## src/rtl/ifq_pkg.sv

```systemverilog
// Shared definitions for the instruction fetch queue and the compute unit:
// opcodes, instruction field positions and the byte-assembler state encoding.
package ifq_pkg;

  localparam int INSTR_W = 16;

  localparam logic [3:0] OP_NOP  = 4'h0;
  localparam logic [3:0] OP_LOAD = 4'h1;
  localparam logic [3:0] OP_ADD  = 4'h2;
  localparam logic [3:0] OP_SUB  = 4'h3;
  localparam logic [3:0] OP_AND  = 4'h4;
  localparam logic [3:0] OP_OR   = 4'h5;
  localparam logic [3:0] OP_NOT  = 4'h6;
  localparam logic [3:0] OP_XOR  = 4'h7;

  // imm overlaps src0/src1; which one applies depends on the opcode
  localparam int OPC_MSB  = 15;
  localparam int OPC_LSB  = 12;
  localparam int TGT_MSB  = 11;
  localparam int TGT_LSB  = 8;
  localparam int SRC0_MSB = 7;
  localparam int SRC0_LSB = 4;
  localparam int SRC1_MSB = 3;
  localparam int SRC1_LSB = 0;
  localparam int IMM_MSB  = 7;
  localparam int IMM_LSB  = 0;

  typedef enum logic {
    ASM_HI = 1'b0,
    ASM_LO = 1'b1
  } asm_state_t;

  function automatic logic [3:0] opcode_of(input logic [INSTR_W-1:0] instr);
    return instr[OPC_MSB:OPC_LSB];
  endfunction

endpackage

```

## src/rtl/ifq_fifo.sv

```systemverilog
// Instruction FIFO: storage, wrapping pointers and occupancy count.
// Flush beats push and pop; full/empty are told apart only by count.
module ifq_fifo #(
  parameter int DEPTH = 8,
  parameter int WIDTH = 16,
  localparam int AW = $clog2(DEPTH)
) (
  input  logic             clk,
  input  logic             rst_n,
  input  logic             flush,
  input  logic             push,
  input  logic [WIDTH-1:0] push_data,
  input  logic             pop,
  output logic [WIDTH-1:0] head,
  output logic [AW:0]      count
);

  localparam logic [AW:0] FULL = (AW+1)'(DEPTH);

  logic [WIDTH-1:0] mem_reg [DEPTH];
  logic [AW-1:0]    wr_ptr_reg;
  logic [AW-1:0]    rd_ptr_reg;
  logic [AW:0]      count_reg;
  logic [AW:0]      count_next;
  logic             do_push;
  logic             do_pop;
  logic [DEPTH-1:0] we;

  assign do_push = push && !flush && (count_reg != FULL);
  assign do_pop  = pop  && !flush && (count_reg != '0);

  generate
    for (genvar gi = 0; gi < DEPTH; gi++) begin : g_we
      assign we[gi] = do_push && (wr_ptr_reg == AW'(gi));
    end
  endgenerate

  always_ff @(posedge clk or negedge rst_n) begin
    if (!rst_n) begin
      for (int i = 0; i < DEPTH; i++) mem_reg[i] <= '0;
    end else begin
      for (int i = 0; i < DEPTH; i++) begin
        if (we[i]) mem_reg[i] <= push_data;
      end
    end
  end

  always_comb begin
    count_next = count_reg;
    case ({do_push, do_pop})
      2'b10:   count_next = count_reg + 1'b1;
      2'b01:   count_next = count_reg - 1'b1;
      default: count_next = count_reg;
    endcase
  end

  always_ff @(posedge clk or negedge rst_n) begin
    if (!rst_n) begin
      wr_ptr_reg <= '0;
      rd_ptr_reg <= '0;
      count_reg  <= '0;
    end else if (flush) begin
      wr_ptr_reg <= '0;
      rd_ptr_reg <= '0;
      count_reg  <= '0;
    end else begin
      if (do_push) wr_ptr_reg <= wr_ptr_reg + AW'(1);
      if (do_pop)  rd_ptr_reg <= rd_ptr_reg + AW'(1);
      count_reg <= count_next;
    end
  end

  assign head  = mem_reg[rd_ptr_reg];
  assign count = count_reg;

endmodule

```

## src/rtl/instr_fetch_queue.sv

```systemverilog
// Byte-serial instruction assembler feeding a FIFO toward the compute unit.
// Define IFQ_NOP_DROP_EN to discard completed NOPs instead of queueing them.
module instr_fetch_queue
  import ifq_pkg::*;
#(
  parameter int DEPTH = 8,
  localparam int AW = $clog2(DEPTH)
) (
  input  logic               clk,
  input  logic               rst_n,
  input  logic [7:0]         byte_in,
  input  logic               byte_valid,
  output logic               byte_ready,
  input  logic               flush,
  output logic [INSTR_W-1:0] instr_out,
  output logic               instr_valid,
  input  logic               instr_ready,
  output logic [AW:0]        count,
  output logic               illegal_seen
);

  localparam logic [AW:0] FULL = (AW+1)'(DEPTH);
`ifdef IFQ_NOP_DROP_EN
  localparam bit NOP_DROP = 1'b1;
`else
  localparam bit NOP_DROP = 1'b0;
`endif

  asm_state_t         state_reg, state_next;
  logic [7:0]         hi_byte_reg, hi_byte_next;
  logic               illegal_reg, illegal_next;
  logic [INSTR_W-1:0] assembled;
  logic [3:0]         assembled_op;
  logic               byte_accept;
  logic               push;

  // Ready depends only on registered state, so a pop never frees the low byte early
  assign byte_ready   = (state_reg == ASM_HI) || (count != FULL);
  assign byte_accept  = byte_valid && byte_ready;
  assign assembled    = {hi_byte_reg, byte_in};
  assign assembled_op = opcode_of(assembled);

  always_comb begin
    state_next   = state_reg;
    hi_byte_next = hi_byte_reg;
    illegal_next = illegal_reg;
    push         = 1'b0;
    if (flush) begin
      state_next   = ASM_HI;
      hi_byte_next = '0;
      illegal_next = 1'b0;
    end else if (byte_accept) begin
      case (state_reg)
        ASM_HI: begin
          hi_byte_next = byte_in;
          state_next   = ASM_LO;
        end
        ASM_LO: begin
          state_next = ASM_HI;
          if (assembled_op[3]) illegal_next = 1'b1;
          push = !(NOP_DROP && (assembled_op == OP_NOP));
        end
        default: state_next = ASM_HI;
      endcase
    end
  end

  always_ff @(posedge clk or negedge rst_n) begin
    if (!rst_n) begin
      state_reg   <= ASM_HI;
      hi_byte_reg <= '0;
      illegal_reg <= 1'b0;
    end else begin
      state_reg   <= state_next;
      hi_byte_reg <= hi_byte_next;
      illegal_reg <= illegal_next;
    end
  end

  ifq_fifo #(
    .DEPTH(DEPTH),
    .WIDTH(INSTR_W)
  ) u_fifo (
    .clk      (clk),
    .rst_n    (rst_n),
    .flush    (flush),
    .push     (push),
    .push_data(assembled),
    .pop      (instr_ready),
    .head     (instr_out),
    .count    (count)
  );

  assign instr_valid  = (count != '0);
  assign illegal_seen = illegal_reg;

endmodule

```

## config.mk

```make
export PLATFORM = sky130hd
export DESIGN_NAME = instr_fetch_queue
export DESIGN_NICKNAME = d
export VERILOG_FILES = /design/src/rtl/ifq_pkg.sv /design/src/rtl/ifq_fifo.sv /design/src/rtl/instr_fetch_queue.sv
export SDC_FILE = /design/constraint.sdc
export NUM_CORES = 1
export LEC_CHECK = 0
export CAP_MARGIN = 20
export CORE_MARGIN = 2
export CORE_UTILIZATION = 60
export CTS_CLUSTER_SIZE = 28
export DETAILED_ROUTE_END_ITERATION = 10
export GPL_ROUTABILITY_DRIVEN = 0
export GPL_TIMING_DRIVEN = 0
export PLACE_DENSITY = 0.83
export SLEW_MARGIN = 20
export SYNTH_ARGS = -nofsm -noshare
export SYNTH_HDL_FRONTEND = slang
export SYNTH_HIERARCHICAL = 1
export SYNTH_SLANG_ARGS = --single-unit
```

## constraint.sdc

```tcl
create_clock -name clk -period 4.3 [get_ports clk]
set_clock_uncertainty 0.2 [all_clocks]
set_input_delay 0.86 -clock clk [delete_from_list [all_inputs] [get_ports clk]]
set_output_delay 0.86 -clock clk [all_outputs]
set_load 0.1 [all_outputs]
```

# --- After elaboration in Yosys (flattened, before gate mapping) ---
# Index checks and enable logic that the tools add are counted.
# W data, S select, Z words.
totals:
  in_bits: 13
  word_cells: 79
  register_bits: 148
  output_inout_bits: 23
op_classes:
  n_eq_ne: 11
  magnitude_cmp: 1
  mux: 22
  reduce_logical: 25
  n_addsub: 4
  bitwise: 2
op_table:
  columns: ["cell", "count"]
  rows:
  - ["$bmux W16 S3", 1]
  - ["$mux W16", 2]
  - ["$mux W8", 3]
  - ["$logic_and A1 B1 Y1", 13]
  - ["$eq A3 B3 Y1 const B", 4]
  - ["$mux W3", 4]
  - ["$reduce_bool A2 Y1", 5]
  - ["$mux W1", 9]
  - ["$pmux W4 S2", 1]
  - ["$add A3 B1 Y3 const B", 2]
  - ["$eq A3 B2 Y1 const B", 2]
  - ["$add A4 B1 Y4 const B", 1]
  - ["$ge A4 B4 Y1 const B", 1]
  - ["$mux W4", 1]
  - ["$ne A4 B4 Y1 const B", 1]
  - ["$not A3 Y4", 1]
  - ["$reduce_bool A4 Y1", 1]
  - ["$sub A4 B1 Y4 const B", 1]
  - ["$eq A3 B1 Y1 const B", 1]
  - ["$logic_not A3 Y1", 1]
  - ["$reduce_and A3 Y1", 1]
  - ["$reduce_bool A3 Y1", 1]
  - ["$eq A2 B1 Y1 const B", 1]
  - ["$eq A2 B2 Y1 const B", 1]
  - ["other kinds (6)", 6]

# --- Logic depth before layout (Yosys ltp) ---
depth:
  depth_word: 10
  ltp_mapped: 11
  depth_no_buf: 11

# --- Modules after synthesis ---
# Netlist, hierarchy kept.
modules_own_cells:
  columns: ["module", "area_per_inst_um2", "cells_each", "instances", "seq_area_each_um2"]
  rows:
  - ["ifq_fifo", 6528.8, 408, 1, 3453.3]
  - ["instr_fetch_queue", 445.4, 50, 1, 250.2]

# --- Worst setup path after synthesis ---
# OpenSTA, ideal clock, no wires.
synth_path:
  kind: "reg2reg"
  from: "reg u_fifo.count_reg[2], in the netlist u_fifo/count[2]"
  to: "reg u_fifo.count_reg[3], in the netlist u_fifo/count[3]"
  setup_slack_ns: 0.842
  arrival_ns: 3.134
  path_stages_with_launch: 10
  required_ns: 3.975
  period_less_slack_ns: 3.458
  cell_sequence: "dfrtp_1 > or4b_1 > nand3_1 > nor2_1 > or2b_2 > o211a_1 > ha_1 > o21a_1 > o32ai_1 > mux2_2"
synth_via:
  elab_chain_len: 10
synth_lines:
  columns: ["element", "line_no", "rtl"]
  rows:
  - ["from (decl)", "ifq_fifo.sv:23", "logic [AW:0] count_reg;"]
  - ["from (signal assigned)", "ifq_fifo.sv:69", "count_reg <= count_next;"]
  - ["$ne A4 B4 Y1 *", "instr_fetch_queue.sv:38", "assign byte_ready = (state_reg == ASM_HI) || (count != FULL);"]
  - ["$logic_or A1 B1 Y1 *", "instr_fetch_queue.sv:38", null]
  - ["$logic_and A1 B1 Y1 *", "instr_fetch_queue.sv:39", "assign byte_accept = byte_valid && byte_ready;"]
  - ["$mux W1 *", "instr_fetch_queue.sv:52", "end else if (byte_accept) begin"]
  - ["$mux W1 *", "instr_fetch_queue.sv:48", "if (flush) begin"]
  - ["via push", "instr_fetch_queue.sv:35", "logic push;"]
  - ["$logic_and A1 B1 Y1 * (2 in a row)", "ifq_fifo.sv:29", "assign do_push = push && !flush && (count_reg != FULL);"]
  - ["$eq A2 B1 Y1 or $eq A2 B2 Y1 (tied branches)", "ifq_fifo.sv:50", "case ({do_push, do_pop})"]
  - ["$pmux W4 S2", "ifq_fifo.sv:50", null]
  - ["$mux W4", "ifq_fifo.sv:62", "end else if (flush) begin"]
# The timed path passes the listed nets; every way through them passes the cells marked *.
# A chain may end at the register's enable or synchronous reset.

# --- Worst setup path after layout ---
layout_path:
  from: "reg u_fifo.rd_ptr_reg[1]"
  to: "out instr_out[7]"
layout_via:
  elab_chain_len: 4
layout_lines:
  columns: ["element", "line_no", "rtl"]
  rows:
  - ["from (decl)", "ifq_fifo.sv:22", "logic [AW-1:0] rd_ptr_reg;"]
  - ["from (signal assigned)", "ifq_fifo.sv:68", "if (do_pop) rd_ptr_reg <= rd_ptr_reg + AW'(1);"]
  - ["$not A3 Y4 (implied by the code)", "ifq_fifo.sv:73", "assign head = mem_reg[rd_ptr_reg];"]
  - ["$bmux W16 S3", "ifq_fifo.sv:73", null]
  - ["$mux W16 (implied by the code) (2 in a row)", "ifq_fifo.sv:73", null]
  - ["to (decl)", "instr_fetch_queue.sv:15", "output logic [INSTR_W-1:0] instr_out,"]
# Every way passes these cells. The select of a mux whose other input is x is not followed.

==> impl_metrics.yaml <==
clock_tree:
  cts.path.max_buffers: 2
  cts_hold_repair.buffers: 0
  numCtsBuffers: 17
  htreeDepth: 4
  clock_slew_seen_by_the_registers_of_the_worst_setup_and_hold_paths_ps: 60
  worst_skew_pair.late_latency_ps: 420
  cts.sinks: 148
  cts.root.buffer_cell: "clkbuf_16"
  cts_tree: "done"
critical_path:
  cp.buffers_inverters: 3
  worst_setup_path_start_kind: "flip-flop"
  slowest_delay_ps: 850
  critical_path.reg2reg.endpoint: "u_fifo/count[3]"
  worstSetupEndpointType: "primary output"
  worst_ep_required_time_ps: 3240
  path_max_fanout: 10
  crit_path_frequent_cell: "clkbuf_1"
  crit-reg2reg-launch: "u_fifo/count[2]"
  r2r_cells: 9
  r2r_slack_ps: 1260
  crit_path_top_delay_cell: "dlygate4sd2_1"
  worst_path_dominant_cell_family: "buffers and inverters"
  arrival_ps: 3110
  worstPathCellList: "clkbuf_1, clkbuf_1, mux4_2, mux2_2, dlygate4sd2_1"
  critPathKind: "reg2out"
timing:
  period_needed_ps: 4168
  max_clock_freq_mhz: 239.9
  final-setup-viol-count: 0
  worst_hold_slack_ps: 185.8
  timing.final.max_slew_violations: 0
  max_slew_margin_pct: 34.51
  hold_viol_final: 0
  period_share_pct: 96.93
  rsz0062_at_grt: "false"
  worstMarginPinSlew_ps: 979.4
  final_critical_path_setup_slack_ps: 132.1
finish:
  antenna_cells_inserted: 0
  post-route-cell-area_um2: 8152
  finalNetCount: 535
  drive_gt1_share_pct: 46.39
  most_common_cell_after_layout_fill_and_taps_aside: "dfrtp_1"
  area_overhead_vs_synth_pct: 16.88
  largest_register_ffs: 128
  layout_common_cells: "148 x dfrtp_1, 135 x mux2_2, 32 x mux4_2"
  layoutNonFillerInstCount: 669
drt:
  vias: 4130
  post_drt_wl_per_cell_um: 22.22
  residual_drc_count: 0
  drt.antenna.violating_nets: 0
  detail_route.wirelength_um: 14870
  detailedRoute.firstPassIterationCount: 4
  post_drt_via_cell_ratio: 6.173
  initial_detailed_routing_violation_count: 307
synth:
  post_synth_inst_count: 458
  synth-edff-count: 0
  synthesized_area_per_cell_um2: 15.23
  synth_seq_cells: 148
  synth_top_flop_cell: "dfrtp_1"
  synth.lib_cells_used.distinct: 47
  synth-seq-area-share_pct: 53.10
  ys_async_sr_fraction_pct: 100.0
  synth_warnings: 6
  syn_nets: 480
  synthesis.area_um2: 6974
flow_run:
  max-cap-violations: 0
power:
  power.density_nw_per_um2: 579.5
  power_leakage_nw: 3.909
  peakVddDrop_v: 0.0005038
  total_power_mw: 4.724
floorplanning:
  die_area_um2: 12500
  die_height_um: 111.8
  io-pin-count: 36
  core_region_area_um2: 11370
  die_w_um: 111.8
  placement_row_count: 39
  initial_utilization_pct: 61.34
place:
  post_dp_cell_area_um2: 7536
  dpl.cell_count: 637
  placement.io_buffers: 35
  pre_cts_setup_slack_ps: 250.7
  dp_hpwl_um: 9296
grt:
  grt_pass1_wl_um: 23790
  grt_remaining_overflow: 0
  largest_net_degree_at_the_start_of_global_routing: 86
  grt_use_total_pct: 25.34
  antenna_violations_before_repair: 0
  grt_pass1_vias: 4388
min_path:
  min_path_type: "in2async"
outcome:
  status: "finished clean"
-- per-stage QoR --
| stage | setup TNS (ps) | utilization, % |
|---|---|---|
| final | 0 | 71.70 |
| after global routing | 0 | 71.70 |
| after CTS | 0 | 71.70 |
| after detailed placement | 0 | 66.28 |
| after global placement | -496470 | 66.00 |
| after floorplan | 0 | - |
-- Yosys cell counts (all sizes together) (2+ instances only) --
cell type  number  share of area, %
and3            4              0.43
ha              9               1.6
o21ai           3              0.22
inv             6              0.32
nand2          22               1.3
or3             2              0.25
buf            18               2.0
mux2          145                24
o311ai          2              0.25
nand4           2              0.18
nand3           8              0.79
nand2b          3              0.27
xnor2           2              0.25
a21oi          10              0.72
nor2b           2              0.18
nor2            9              0.52
xor2            2              0.25
dfrtp         148                53
mux4           32                10
clkbuf         11              0.74
-- how the worst max path moves through the flow --
| stage | start | endpoint | slack [ps] | cells after the start |
|---|---|---|---|---|
| global route | u_fifo/rd_ptr_reg[1] | instr_out[15] | 40 | 5 |
| detailed placement | u_fifo/rd_ptr_reg[0] | instr_out[1] | 250 | 5 |
| floorplan | u_fifo/count[2] | u_fifo/count[3] | 840 | 9 |
| CTS | u_fifo/rd_ptr_reg[1] | instr_out[15] | 140 | 5 |
| finish | u_fifo/rd_ptr_reg[1] | instr_out[7] | 130 | 5 |
| global placement | rst_n | u_fifo/mem_reg[0] | -3370 | 1 |
-- cell families (layout without fill, tap and decap cells) --
logic type | count (synthesis) | in the layout | synth area share, %
xor+xnor | 4 | 4 | 0.5024
buf+inv | 35 | 103 | 3.032
mux | 177 | 177 | 34.28
simple gates | 60 | 60 | 4.934
flops | 148 | 148 | 53.10
compound gates | 25 | 25 | 2.530
fa+ha+maj | 9 | 9 | 1.615
-- repair_timing --
item,in CTS,in global routing
endpoints found under the setup margin,16,0
buffers inserted,0,0
gates resized for setup,18,0
-- power breakdown --
group	leakage, nW	total [mW]	switching (mW)	internal (mW)
Clock	0.305	1.57	0.571	0.999
Combinational	1.56	1.59	1.09	0.496
Sequential	2.04	1.56	0.0778	1.49
Total	3.91	4.72	1.74	2.98
-- cell type report --
class,count,area [um^2]
flip-flops and latches,148,3704
fillers,753,3218
multi-input cells,275,3059
clock buffers,19,452.9
repair buffers,36,362.8
plain buffers,29,191.4
clock inverters,13,180.2
well taps,143,178.9
inverters,6,22.52
-- per-layer routing --
metal | global-route usage [%] | wire length (um)
met5 | 0 | 0
met2 | 42.10 | 7613
met3 | 6.315 | 583
met4 | 8.889 | 263
met1 | 32.87 | 6406
Note: power is estimated with default switching activity, not from simulation.
==> variant 1 (config.mk and constraints unchanged) <==
Build with the macro `IFQ_NOP_DROP_EN` defined.
--- a/src/rtl/instr_fetch_queue.sv
+++ b/src/rtl/instr_fetch_queue.sv
@@ -1,4 +1,6 @@
 // Byte-serial instruction assembler feeding a FIFO toward the compute unit.
 // Define IFQ_NOP_DROP_EN to discard completed NOPs instead of queueing them.
+`define IFQ_NOP_DROP_EN
+
 module instr_fetch_queue
   import ifq_pkg::*;
Formal check against the unedited RTL: not equivalent (Yosys sat finds a counterexample within 4 cycles, from zero or initial values and one cycle with rst_n low).
==> variant 1 against the original RTL <==
  * Wire length shrank 2.5%
  * Critical path depth decreased by 1
  * Design area down 1.2%
  * Sequential cell count is the same
  * Global-route usage is 0.19 points higher
  * Worst setup slack got worse by 0.075 ns
  * Clock power is 15% lower
  * Area after synthesis grew 0.11%
  * Hold slack better by 0.011 ns
  * Combinational power shrank 28%
  * Total power decreased by 15%
  * Count of clock-buffer cells in the layout up 5
  * Largest power group is now sequential cells
==> variant 1: results (changes against the original RTL) <==
- Outcome: complete, no violations
- Post-synthesis sequential area ratio: 53.0% (-0.057 points)
- Worst Max-Slew Pin Slew: 0.977 ns (-0.00274 ns)
- Placed Instances: 638 (+0.16%)
- Register-to-Register Path Depth: 9 (unchanged)
- Share of cells above drive strength 1: 44.8% (-1.6 points)
- XOR/XNOR share of the synthesized area: 0.502% (-0.00054 points)
- Top layer used by detailed routing: met4
- R2r setup slk: 1.06 ns (-0.20 ns)
- Dpl cell area: 7540 um2 (about the same)
- Leak pwr: 3.88 nW (-0.64%)
- Diodes inserted: 0 (unchanged)
- Worst vdd ir: 0.461 mV (-8.5%)
- DP HPWL: 9230 um (-0.74%)
- Arrival @ worst endpoint: 3.18 ns (+0.07 ns)
- Synthesized-area fraction occupied by adder cells: 1.61% (-0.0017 points)
- Largest net degree at the start of global routing: 76 (-12%)
- First-pass GRT wire length: 23900 um (+0.55%)
- Synth Area in Compound Gates: 2.53% (-0.0027 points)
- Antenna violations before repair: 0 (unchanged)
- Max Slew Vio Count: 0 (unchanged)
- Met3 Usage GRT: 6.37% (+0.054 points)
- WHS: 0.196 ns (+0.0106 ns)
- Vias in the first global route: 4494 (+2.4%)
- CP peak stage delay: 0.85 ns (about the same)
- FFs w/ async S/R, synth: 100% (unchanged)
- Cells after Synth: 459 (+0.22%)
- Syn nets: 481 (+0.21%)
- Initial drt markers: 311 (+1.3%)
- Mux contribution to synthesized area: 34.2% (-0.037 points)
- Vias per inst: 6.17 (about the same)
- Root Driver: clkbuf_16
- Met1 Use GR: 34.5% (+1.6 points)
- Top cells by area, synth: dfrtp_1, mux2_2, mux4_2
- Filler Cell Count: 767 (+1.9%)
- Global-route met2 utilization: 40.0% (-2.1 points)
- Final WL: 14500 um (-2.5%)
- # Post-CTS Setup Buffers: 0 (unchanged)
- Metal2 WL: 7190 um (-5.5%)
- Metal-1 WL: 6160 um (-3.8%)
- Worst Path Max Fanout: 10 (unchanged)
- Tot GR Track Use: 25.5% (+0.19 points)
- DR vias: 4123 (-0.17%)
- Met3 wire len: 724 um (+24%)
- Final net count: 536 (+0.19%)
variant 1: changes by cell type after synthesis:
cell / unedited run / this run
nor4_1: 1 / 2
nor3_1: 1 / 2
nor2_1: 8 / 7
variant 1: power breakdown:
group	total (mW)	switching [mW]	internal (mW)
registers	1.52	0.0585	1.46
clock network	1.34	0.525	0.813
logic	1.15	0.794	0.360
variant 1: worst max-delay path by stage:
stage                          to  depth (start not counted)                 start  slack (ns)
5_1_grt              instr_out[6]                          4  u_fifo/rd_ptr_reg[2]       -0.06
3_5_place_dp         instr_out[1]                          5  u_fifo/rd_ptr_reg[0]        0.19
6_report             instr_out[6]                          4  u_fifo/rd_ptr_reg[2]        0.06
2_1_floorplan     u_fifo/count[3]                          9       u_fifo/count[2]        0.72
3_3_place_gp   u_fifo/mem_reg[98]                          1                 rst_n       -3.53
4_1_cts              instr_out[6]                          4  u_fifo/rd_ptr_reg[2]        0.04
variant 1: final cells by class:
cell class / count / area [um2] / share of cell area [%]
Timing Repair Buffer: 36 / 363 / 4.51
Multi-Input combinational cell: 276 / 3070 / 38.1
Clock inverter: 6 / 55.1 / 0.684
Buffer: 29 / 189 / 2.35
Sequential cell: 148 / 3700 / 46.0
Clock buffer: 24 / 472 / 5.86
Inverter: 6 / 22.5 / 0.280
Tap cell: 143 / 179 / 2.22
variant 1: what timing repair did:
| item | CTS | global route |
|---|---|---|
| cloned | 0 | 0 |
| resized for setup | 16 | 1 |
| hold endpoints to repair | 0 | 0 |
| endpoints found under the setup margin | 16 | 9 |
variant 1: through the flow:
stage	utilization, %	worst slack, ns
after floorplan	-	0.722
after global placement	66.1	-3.53
after detailed placement	66.3	0.192
after CTS	70.8	0.0430
after global routing	70.8	-0.0617
final	70.8	0.0574
==> variant 2 (same flow settings) <==
Made on the original files. Make the reset (`rst_n`) synchronous in 3 clocked blocks.
--- a/src/rtl/ifq_fifo.sv
+++ b/src/rtl/ifq_fifo.sv
@@ -36,5 +36,5 @@
   endgenerate
 
-  always_ff @(posedge clk or negedge rst_n) begin
+  always_ff @(posedge clk) begin
     if (!rst_n) begin
       for (int i = 0; i < DEPTH; i++) mem_reg[i] <= '0;
@@ -55,5 +55,5 @@
   end
 
-  always_ff @(posedge clk or negedge rst_n) begin
+  always_ff @(posedge clk) begin
     if (!rst_n) begin
       wr_ptr_reg <= '0;
--- a/src/rtl/instr_fetch_queue.sv
+++ b/src/rtl/instr_fetch_queue.sv
@@ -66,5 +66,5 @@
   end
 
-  always_ff @(posedge clk or negedge rst_n) begin
+  always_ff @(posedge clk) begin
     if (!rst_n) begin
       state_reg   <= ASM_HI;
Function: differs if rst_n is asserted again (counterexample within 4 cycles, from zero or initial values and one cycle with rst_n low); with rst_n held inactive, the same outputs for 4 cycles.
==> variant 2 against the original RTL <==
  * Area after synthesis decreased by 4.4%
  * Die area decreased by 4.3%
  * Sequential cell count is 3 higher
  * Design area decreased by 4.7%
  * Worst setup slack got worse by 0.023 ns
  * Critical path depth decreased by 1
  * Wire length is 6.6% lower
  * Cell count is 1.5% lower
Power is not compared: it rests on default switching activity, and its combinational part moved more than twofold at a synthesized area within 25%.
==> variant 2: results (changes against the original RTL) <==
- Share of cells above drive strength 1: 15.2% (-31 points)
- Synth top area share: 57.7% (+4.6 points)
- Worst vdd ir: 0.274 mV
- CP peak stage delay: 1.12 ns (+0.27 ns)
- Largest net degree at the start of global routing: 17 (-80%)
- R2r setup slk: 1.07 ns (-0.19 ns)
- Tot GR Track Use: 25.3% (about the same)
- Post-synth top flop: edfxtp_1
- Initial drt markers: 415 (+35%)
- Arrival @ worst endpoint: 3.13 ns (+0.02 ns)
- Slowest cell on crit path: clkdlybuf4s50_1
- Dpl cell area: 7190 um2 (-4.6%)
- Reg-to-reg endpoint: u_fifo/count[2]
- Leak pwr: 2.97 nW
- Post-synth EDFFs: 128 (+128)
- DP HPWL: 8820 um (-5.1%)
- Synth unique cells: 40 (-15%)
- Wire per inst: 21.1 um (-5.2%)
- Root Driver: clkbuf_8
- FFs w/ async S/R, synth: 0% (-100 points)
- Post-synthesis sequential area ratio: 64.6% (+11 points)
- Top post-synthesis cells by count: edfxtp_1, nor2_1, mux4_1, nand2_1, dfxtp_1
- Top cells by area, synth: edfxtp_1, mux4_1, dfxtp_1
- Worst Max-Slew Pin Slew: 0.981 ns (+0.00187 ns)
- Register-to-Register Path Depth: 14 (+5)
- Pre-antenna DRT Iters: 5 (+1)
- DR vias: 3981 (-3.6%)
- Final net count: 529 (-1.1%)
- First-pass GRT wire length: 21400 um (-10%)
- Outcome: complete, no violations
- Syn nets: 475 (-1.0%)
- Min-delay src: illegal_seen
- Hold WC Path Type: reg -> reg
- Post-place setup slack: 0.287 ns (+0.0363 ns)
- Clk_lat worst skew: 0.52 ns (+0.10 ns)
- Worst R2R Start: u_fifo/count[0]
## variant 2: through the flow
| stage | utilization [%] | cells |
|---|---|---|
| finish | 71.6 | 659 |
| global route | 71.6 | 659 |
| CTS | 71.5 | 659 |
| detailed placement | 66.3 | 627 |
| global placement | 66.3 | 627 |
| floorplan | - | 452 |
## variant 2: where the power goes
group | leakage, nW | internal, mW | switching [mW]
logic | 1.21 | 0.0470 | 0.116
clock network | 0.264 | 0.828 | 0.564
registers | 1.50 | 1.64 | 0.0146
total | 2.97 | 2.51 | 0.695
## variant 2: logic make-up after synthesis
| kind of cell | synth area share, % |
|---|---|
| compound gates | 1.26 |
| xor+xnor | 0.657 |
| fa+ha+maj | 1.88 |
| buf+inv | 3.64 |
| flops | 64.6 |
| mux | 16.7 |
| simple gates | 11.3 |
## variant 2: worst max-delay path by stage
stage	start	end	slack (ns)	cells after the start
after floorplan	u_fifo/count[0]	u_fifo/count[2]	0.74	14
after global placement	byte_valid	u_fifo/mem_reg[4][9]	0.33	9
after detailed placement	byte_valid	u_fifo/mem_reg[4][6]	0.29	9
after CTS	flip-flop	instr_out[8]	0.0009	4
after global routing	flip-flop	instr_out[8]	0.05	4
final	flip-flop	instr_out[8]	0.11	4
## variant 2: repair_timing
| item | 4_1_cts | 5_1_grt |
|---|---|---|
| endpoints found under the setup margin | 9 | 7 |
| cloned | 0 | 0 |
| resized for setup | 9 | 7 |
| hold buffers | 0 | 0 |
## variant 2: worst max-delay path, delay by kind of cell, from the launching register on
kind	cells	cell delay, ns
DFF	1	0.30
muxes	1	0.29
buffers and inverters	3	2.01
## variant 2: area by class of cell
class / count / area, um2
Buffer: 24 / 169
Clock buffer: 18 / 418
Clock inverter: 14 / 151
Fill cell: 674 / 3070
Inverter: 20 / 75.1
Multi-Input combinational cell: 257 / 2120
Sequential cell: 151 / 4300
Tap cell: 140 / 175
Timing Repair Buffer: 35 / 354
## variant 2: layer usage
metal	global-route usage, %	routed length [um]
met1	32.2	5320
met2	42.2	7070
met3	6.94	1220
met4	9.22	278
met5	0	0
